==> src/rtl/regfile_wb_ctrl.sv <==
// regfile_wb_ctrl
// ---------------
// Write-side controller for the 32x32 register file. It owns the file's
// single write port (D, D_Addr, D_En). Single-cycle ALU results always win
// that port. Long-latency loads are held in a DEPTH-entry in-order queue
// until their data has returned, and then drain in issue order. A busy
// scoreboard stalls decode on any register that still has a load pending.
//
// Ports
//   clk, rst                 clock; synchronous active-low reset
//   wb_valid/addr/data       ALU result (never stalled)
//   ld_issue/ld_addr         allocate a queue entry for a new load
//   ld_ready                 queue has room (count < DEPTH)
//   ld_ret_valid/data        load data, oldest outstanding load first
//   S_Addr/T_Addr/dest_addr  decode register queries
//   stall                    any queried register has a pending load
//   D/D_Addr/D_En            registered register-file write port
//   err                      sticky protocol error (overflow / spurious return)
module regfile_wb_ctrl #(
  parameter int DEPTH = 4,
  parameter int AW    = 2
) (
  input  logic        clk,
  input  logic        rst,
  input  logic        wb_valid,
  input  logic [4:0]  wb_addr,
  input  logic [31:0] wb_data,
  input  logic        ld_issue,
  input  logic [4:0]  ld_addr,
  output logic        ld_ready,
  input  logic        ld_ret_valid,
  input  logic [31:0] ld_ret_data,
  input  logic [4:0]  S_Addr,
  input  logic [4:0]  T_Addr,
  input  logic [4:0]  dest_addr,
  output logic        stall,
  output logic [31:0] D,
  output logic [4:0]  D_Addr,
  output logic        D_En,
  output logic        err
);

  localparam logic [AW:0] DEPTH_C = (AW+1)'(DEPTH);

  logic [4:0]       q_addr [DEPTH];
  logic [31:0]      q_data [DEPTH];
  logic [DEPTH-1:0] q_vld;
  logic [DEPTH-1:0] q_has;
  logic [AW-1:0]    alloc_ptr;
  logic [AW-1:0]    fill_ptr;
  logic [AW-1:0]    head_ptr;
  logic [AW:0]      count;

  logic             do_alloc;
  logic             fill_ok;
  logic             do_fill;
  logic             do_drain;
  logic [DEPTH-1:0] hit;
  logic             nxt_en;
  logic [31:0]      nxt_d;
  logic [4:0]       nxt_a;

  // Queue control decisions, all taken from pre-edge state.
  always_comb begin
    ld_ready = (count < DEPTH_C);
    do_alloc = ld_issue & ld_ready;
    // The fill pointer rests on the alloc slot once every entry has data,
    // so "valid and still lacking data" tells us whether a return is expected.
    fill_ok  = q_vld[fill_ptr] & ~q_has[fill_ptr];
    do_fill  = ld_ret_valid & fill_ok;
    // has_data is only seen here the cycle after the fill edge.
    do_drain = ~wb_valid & q_vld[head_ptr] & q_has[head_ptr];
  end

  // Busy scoreboard: one comparator per entry; r0 entries never count.
  always_comb begin
    hit = {DEPTH{1'b0}};
    for (int i = 0; i < DEPTH; i++) begin
      hit[i] = q_vld[i] & (q_addr[i] != 5'd0) &
               ((q_addr[i] == S_Addr) | (q_addr[i] == T_Addr) |
                (q_addr[i] == dest_addr));
    end
    stall = |hit;
  end

  // Write-port arbitration: ALU first, then a ready head entry, else idle.
  always_comb begin
    nxt_en = 1'b0;
    nxt_d  = D;
    nxt_a  = D_Addr;
    if (wb_valid) begin
      nxt_en = (wb_addr != 5'd0);
      nxt_d  = wb_data;
      nxt_a  = wb_addr;
    end else if (do_drain) begin
      nxt_en = (q_addr[head_ptr] != 5'd0);
      nxt_d  = q_data[head_ptr];
      nxt_a  = q_addr[head_ptr];
    end else begin
      nxt_en = 1'b0;
    end
  end

  // Queue storage, pointers, count, write port and sticky error.
  always_ff @(posedge clk) begin
    if (!rst) begin
      for (int i = 0; i < DEPTH; i++) begin
        q_addr[i] <= 5'd0;
        q_data[i] <= 32'd0;
      end
      q_vld     <= {DEPTH{1'b0}};
      q_has     <= {DEPTH{1'b0}};
      alloc_ptr <= {AW{1'b0}};
      fill_ptr  <= {AW{1'b0}};
      head_ptr  <= {AW{1'b0}};
      count     <= {(AW+1){1'b0}};
      D         <= 32'd0;
      D_Addr    <= 5'd0;
      D_En      <= 1'b0;
      err       <= 1'b0;
    end else begin
      // Alloc, fill and drain always touch distinct entries: alloc needs an
      // invalid slot, fill a valid slot without data, drain one with data.
      if (do_alloc) begin
        q_addr[alloc_ptr] <= ld_addr;
        q_vld[alloc_ptr]  <= 1'b1;
        q_has[alloc_ptr]  <= 1'b0;
        alloc_ptr         <= alloc_ptr + 1'b1;
      end
      if (do_fill) begin
        q_data[fill_ptr] <= ld_ret_data;
        q_has[fill_ptr]  <= 1'b1;
        fill_ptr         <= fill_ptr + 1'b1;
      end
      if (do_drain) begin
        q_vld[head_ptr] <= 1'b0;
        q_has[head_ptr] <= 1'b0;
        head_ptr        <= head_ptr + 1'b1;
      end
      count  <= count + (AW+1)'(do_alloc) - (AW+1)'(do_drain);
      D      <= nxt_d;
      D_Addr <= nxt_a;
      D_En   <= nxt_en;
      err    <= err | (ld_issue & ~ld_ready) | (ld_ret_valid & ~fill_ok);
    end
  end

endmodule

==> config.mk <==
export PLATFORM = sky130hd
export DESIGN_NAME = regfile_wb_ctrl
export DESIGN_NICKNAME = d
export VERILOG_FILES = /design/src/rtl/regfile_wb_ctrl.sv
export SDC_FILE = /design/constraint.sdc
export NUM_CORES = 1
export LEC_CHECK = 0
export ABC_AREA = 1
export BUFFER_PORTS_ARGS = -buffer_cell sky130_fd_sc_hd__buf_2
export CAP_MARGIN = 30
export CORE_ASPECT_RATIO = 1.75
export CORE_UTILIZATION = 58
export DETAILED_ROUTE_END_ITERATION = 7
export GPL_TIMING_DRIVEN = 0
export PLACE_DENSITY = 0.8
export SLEW_MARGIN = 20
export SYNTH_ARGS = -nofsm -noshare
export SYNTH_HDL_FRONTEND = slang
export SYNTH_SLANG_ARGS = --single-unit
==> constraint.sdc <==
create_clock -name clk -period 5.4 [get_ports clk]
set_clock_uncertainty 0.15 [all_clocks]
set_input_delay 1.08 -clock clk [delete_from_list [all_inputs] [get_ports clk]]
set_output_delay 1.08 -clock clk [all_outputs]
set_load 0.03 [all_outputs]
# Yosys cells after proc, flatten, opt, wreduce, memory -nomap -nowiden
# Memories as Yosys holds them, arrays and structs flattened. A register that Yosys moved wholly into a read port is not among the register bits.
# Cells that the tools add are included.
[totals]
reg_bits = 56
mem_bits_rw = 148
inputBits = 94
out_inout_bits = 41
wordCells = 130
n_memories = 2
[classes]
add_sub_neg = 5
order_cmp = 7
n_eq_ne = 12
mux = 45
bitwise = 36
reduce_logical = 13
[mem_list]
columns = ["name", "words", "width", "rd", "rd_clocked_by_memory_dff", "wr", "line", "rtl"]
rows = [
  ["q_data", 4, 32, 1, 1, 4, "46", "logic [31:0] q_data [DEPTH];"],
  ["q_addr", 4, 5, 5, 1, 4, "45", "logic [4:0] q_addr [DEPTH];"],
]
[ops]
columns = ["operator", "count"]
rows = [
  ["$mux 32", 3],
  ["$eq 5x5->1", 12],
  ["$mux 4", 8],
  ["$reduce_or 32->1", 1],
  ["$reduce_bool 5->1", 6],
  ["$mux 1", 18],
  ["$and 1x1->1", 15],
  ["$mux 5", 3],
  ["$and 4x4->4", 3],
  ["$mux 2", 6],
  ["$or 1x1->1", 10],
  ["$lt 2x3->1 const B", 3],
  ["$bmux 1 s2", 4],
  ["$not 4->4", 2],
  ["$or 4x4->4", 2],
  ["$add 2x1->2 const B", 3],
  ["$demux 1 s2", 3],
  ["$ge 2x1->1 const B", 3],
  ["$reduce_or 5->1", 1],
  ["$not 1->1", 4],
  ["$reduce_or 4->1", 1],
  ["$add 3x1->3", 1],
  ["$logic_and 1x1->1", 3],
  ["$lt 3x3->1 const B", 1],
  ["other kinds (2)", 2],
]

# Longest topological paths before layout
[logic_depth]
depth_word = 13
depth_mapped = 11

# Worst setup path before layout
# No wires, ideal clock.
[synth_path]
kind = "in2reg"
startpoint = "input port ld_ret_valid"
endpoint = "memory q_data[3][0], enable pin"
arrival_ns = 3.610
slack_ns = 1.171
stages = 2
path_buffers = 0
path_cell_list = "nand3_2 > o31ai_1"
[synth_lines]
columns = ["item", "line", "rtl"]
rows = [
  ["start, declared", "31", "input logic ld_ret_valid,"],
  ["end, declared", "46", ""],
]

# Worst setup path in the final report
[layout_path]
startpoint = "input port T_Addr[4]"
endpoint = "output port stall"
[layout_between]
elab_chain_len = 5
[layout_lines]
columns = ["item", "line", "rtl"]
rows = [
  ["start, declared", "34", "input logic [4:0] T_Addr,"],
  ["$eq 5x5->1", "80", "((q_addr[i] == S_Addr) | (q_addr[i] == T_Addr) |"],
  ["$or 1x1->1 (2 in series)", "80", ""],
  ["$and 1x1->1", "79", "hit[i] = q_vld[i] & (q_addr[i] != 5'd0) &"],
  ["$reduce_or 4->1 (*)", "83", "stall = |hit;"],
  ["end, declared", "36", "output logic stall,"],
]
# Mark *: on every way between the ends. The rest lies on a longest branch, timed or not.

==> flow_summary.ini <==
[clocking]
clock_tree_buf_depth = 3
cts_resized = 0
cts_buffers = 19
h-tree-depth = 1
clk_pin_slew_ns = 0.07
clkSinkCount = 206
worstSkewPairLatency_ns = 0.49
clock_tree_from_tritoncts = yes
post-cts-setup-buffer-count = 0
postCtsHoldBufs = 0
cts_root_buffer = clkbuf_16

[drt]
antenna_violating_nets_post_route = 0
wl_met3_microns = 1960
drt_wl_total_microns = 28800
first_iter_violations = 457
top_layer = met4
met2_length_microns = 15200
drt_first_pass_iters = 8
wirelength_met1_microns = 9850
via_per_inst = 5.62
num_vias = 8584
post_drt_wl_per_cell_microns = 18.9
drc = 0

[global_route]
grt_start_max_net_pins = 26
grt_first_pass_wirelength_microns = 44500
grt_util_all_layers = 0.335
number_of_antenna_violations_at_the_first_check_in_global_routing = 1
first_global_vias = 8462
grt_remaining_overflow = 0

[floorplan]
die_w_microns = 101
dieHeight_microns = 176
start_util = 0.593
std_cell_rows = 63
die_area_sq_um = 17800
boundaryPins = 135
core_sq_um = 16900

[final_layout]
layout.cells.non_filler = 1528
post-route-util = 0.694
layout.nets = 1395
mostFrequentLayoutCells = nor2_1 (255), nand2_1 (173), edfxtp_1 (148)
area_growth_syn_to_layout_pct = 17.0
final_layout_size_suffix_gt1_frac = 0.154
layout.cell_area.non_filler_sq_um = 11700
layout.cells.most_common = nor2_1

[timing]
final.period_utilization = 0.674
final.setup.tns_ns = 0
period_minus_ws_final_ns = 3.64
timing.fmax_mhz = 275
rsz_0062_raised_after_global_routing = false
timing.hold.ws_ns = 0.362
final_worst_setup_slack_ns = 1.76
timing_worst_slew_pin_value_ns = 0.881
hold_violations = 0
setup_viol = 0
finalMaxSlewViolations = 0
maxSlewHeadroom = 0.413

[synthesis]
netlist_area_sq_um = 10000
yosysWarningCount = 0
synth.net_count = 1238
post_synth_inst_count = 1130
yosysUniqueCellTypes = 36
synth_top_cell_by_area = edfxtp_1
synth_top_cells_by_area = edfxtp_1 (44%), dfxtp_1 (12%), nor2_1 (9.6%)
netlist.area_leader.share = 0.444
post_synth.cell_area_avg_sq_um = 8.85
yosys_register_bits = 206
yosysSeqAreaShare = 0.560

[place]
pre_cts_ws_ns = 1.82
hpwl_microns = 20900
gp_congestion = 0.974
dp_cells = 1493
placed_area_sq_um = 11100
io_buffer_count = 130

[critical_path]
crit_buf_inv = 4
worst-endpoint-required_ns = 4.17
slowest_delay_ns = 0.30
category_of_the_worst_setup_path_launch_point = input port
worst_ep_arrival_time_ns = 2.41
worst-setup-path-type = input port to output port
critPathMaxFanout = 5
cpMaxStageDelayCell = clkbuf_1
critical_path.top_delay_family = simple AND/OR/NAND/NOR gates
cp_common_cell = nand2_1
worstPathCellList = clkbuf_1 -> inv_1 -> nand2_1 -> nand2_1 -> nor2_1 -> nand3_1 -> nand3_1 -> nand2_1 -> nand2_1 -> inv_1 -> nand2_1 -> buf_2
end_kind = output port

[power]
design_power_total_mw = 4.00
seq_power_share = 0.477
vdd.ir_drop.worst_v = 0.000327
cellInternalPower_mw = 2.84
share_of_total_power_in_the_clock_network = 0.342
logic_pwr_share = 0.181
net_switching_power_figure_mw = 1.15
swShare = 0.289
p_leak_nw = 5.31
power_per_cell_area_nw_per_um2 = 342

[status]
status = finished clean

[flow_run]
max_cap_viol_count = 0

[worst_hold_path]
hold_class = flip-flop to flip-flop
cells in the mapped netlist, drive strengths merged:
| cell type | number |
|---|---|
| a31oi | 1 |
| or2 | 1 |
| buf | 18 |
| clkbuf | 39 |
| o21bai | 3 |
| nand4 | 5 |
| nand3 | 33 |
| o22ai | 32 |
| inv | 103 |
| ha | 13 |
| xor2 | 6 |
| clkinv | 2 |
| mux2i | 32 |
| nand2 | 180 |
| dfxtp | 58 |
| nor2 | 259 |
| o21a | 1 |
| a21oi | 52 |
| fa | 1 |
| nor4 | 1 |
| o21ai | 123 |
| nand3b | 2 |
| o31ai | 1 |
| edfxtp | 148 |
| a22oi | 4 |
| xnor2 | 12 |
final timing paths:
| path | startpoint | end | slack (ns) | depth (start not counted) |
|---|---|---|---|---|
| setup / recovery | T_Addr[4] | stall | 1.76 | 12 |
| hold / removal | D_Addr[1] | D_Addr[1] | 0.36 | 2 |
| setup reg to reg | fill_ptr[0] | q_data[2][12] | 2.50 | 11 |
| hold reg to reg | D_Addr[1] | D_Addr[1] | 0.36 | 2 |
power by group through the flow:
| stage | Combinational, mW | Clock [mW] | Sequential, mW |
|---|---|---|---|
| after global placement | 0.673 | 0 | 1.94 |
| final | 0.722 | 1.37 | 1.91 |
| after detailed placement | 0.705 | 0 | 1.94 |
| after floorplan | 0.403 | 0 | 1.98 |
| after CTS | 0.711 | 1.37 | 1.91 |
| after global routing | 0.791 | 1.44 | 1.92 |
state kept, by name (all words and copies together), names as in the netlist, named ones only:
register	flops
D	32
D_Addr	5
D_En	1
alloc_ptr	2
count	3
err	1
fill_ptr	2
head_ptr	2
q_addr	20
q_data	128
q_has	4
q_vld	4
worst reg2reg max path, cell delays in order, from the launching register on:
cell	delay [ns]
dfxtp_1	0.55
inv_1	0.23
nand3b_1	0.15
nand3_2	0.08
nand3_2	0.14
inv_2	0.10
nand2_4	0.14
nor2_4	0.06
nand2_2	0.20
buf_6	0.21
nand2_2	0.32
buf_16	0.33
cells by family (layout without fill, tap and decap cells):
| family | count (synthesis) | count (layout) | synth area share |
|---|---|---|---|
| adder cells (fa/ha/maj) | 14 | 14 | 0.0183 |
| AND/OR/NAND/NOR | 481 | 481 | 0.192 |
| flip-flops | 206 | 206 | 0.560 |
| multiplexers | 32 | 32 | 0.0320 |
| AO/OA/AOI/OAI | 217 | 217 | 0.115 |
| other | 0 | 2 | 0 |
| buffers and inverters | 162 | 331 | 0.0668 |
| XOR/XNOR | 18 | 18 | 0.0158 |
layout make-up:
class / count / area (sq um)
Sequential cell: 206 / 5610
Fill cell: 1366 / 5170
Multi-Input combinational cell: 762 / 3750
Timing Repair Buffer: 136 / 759
Inverter: 105 / 394
Antenna cell: 2 / 5.00
Clock buffer: 22 / 518
Clock inverter: 11 / 114
Buffer: 57 / 274
Tap cell: 227 / 284
routing by layer:
layer | GRT usage | vias up
met3 | 0.0613 | 119
met5 | 0 | -
met4 | 0.223 | 0
met2 | 0.602 | 404
met1 | 0.346 | 3988
li1 | - | 4073
Note: power is estimated with default switching activity, not from simulation.
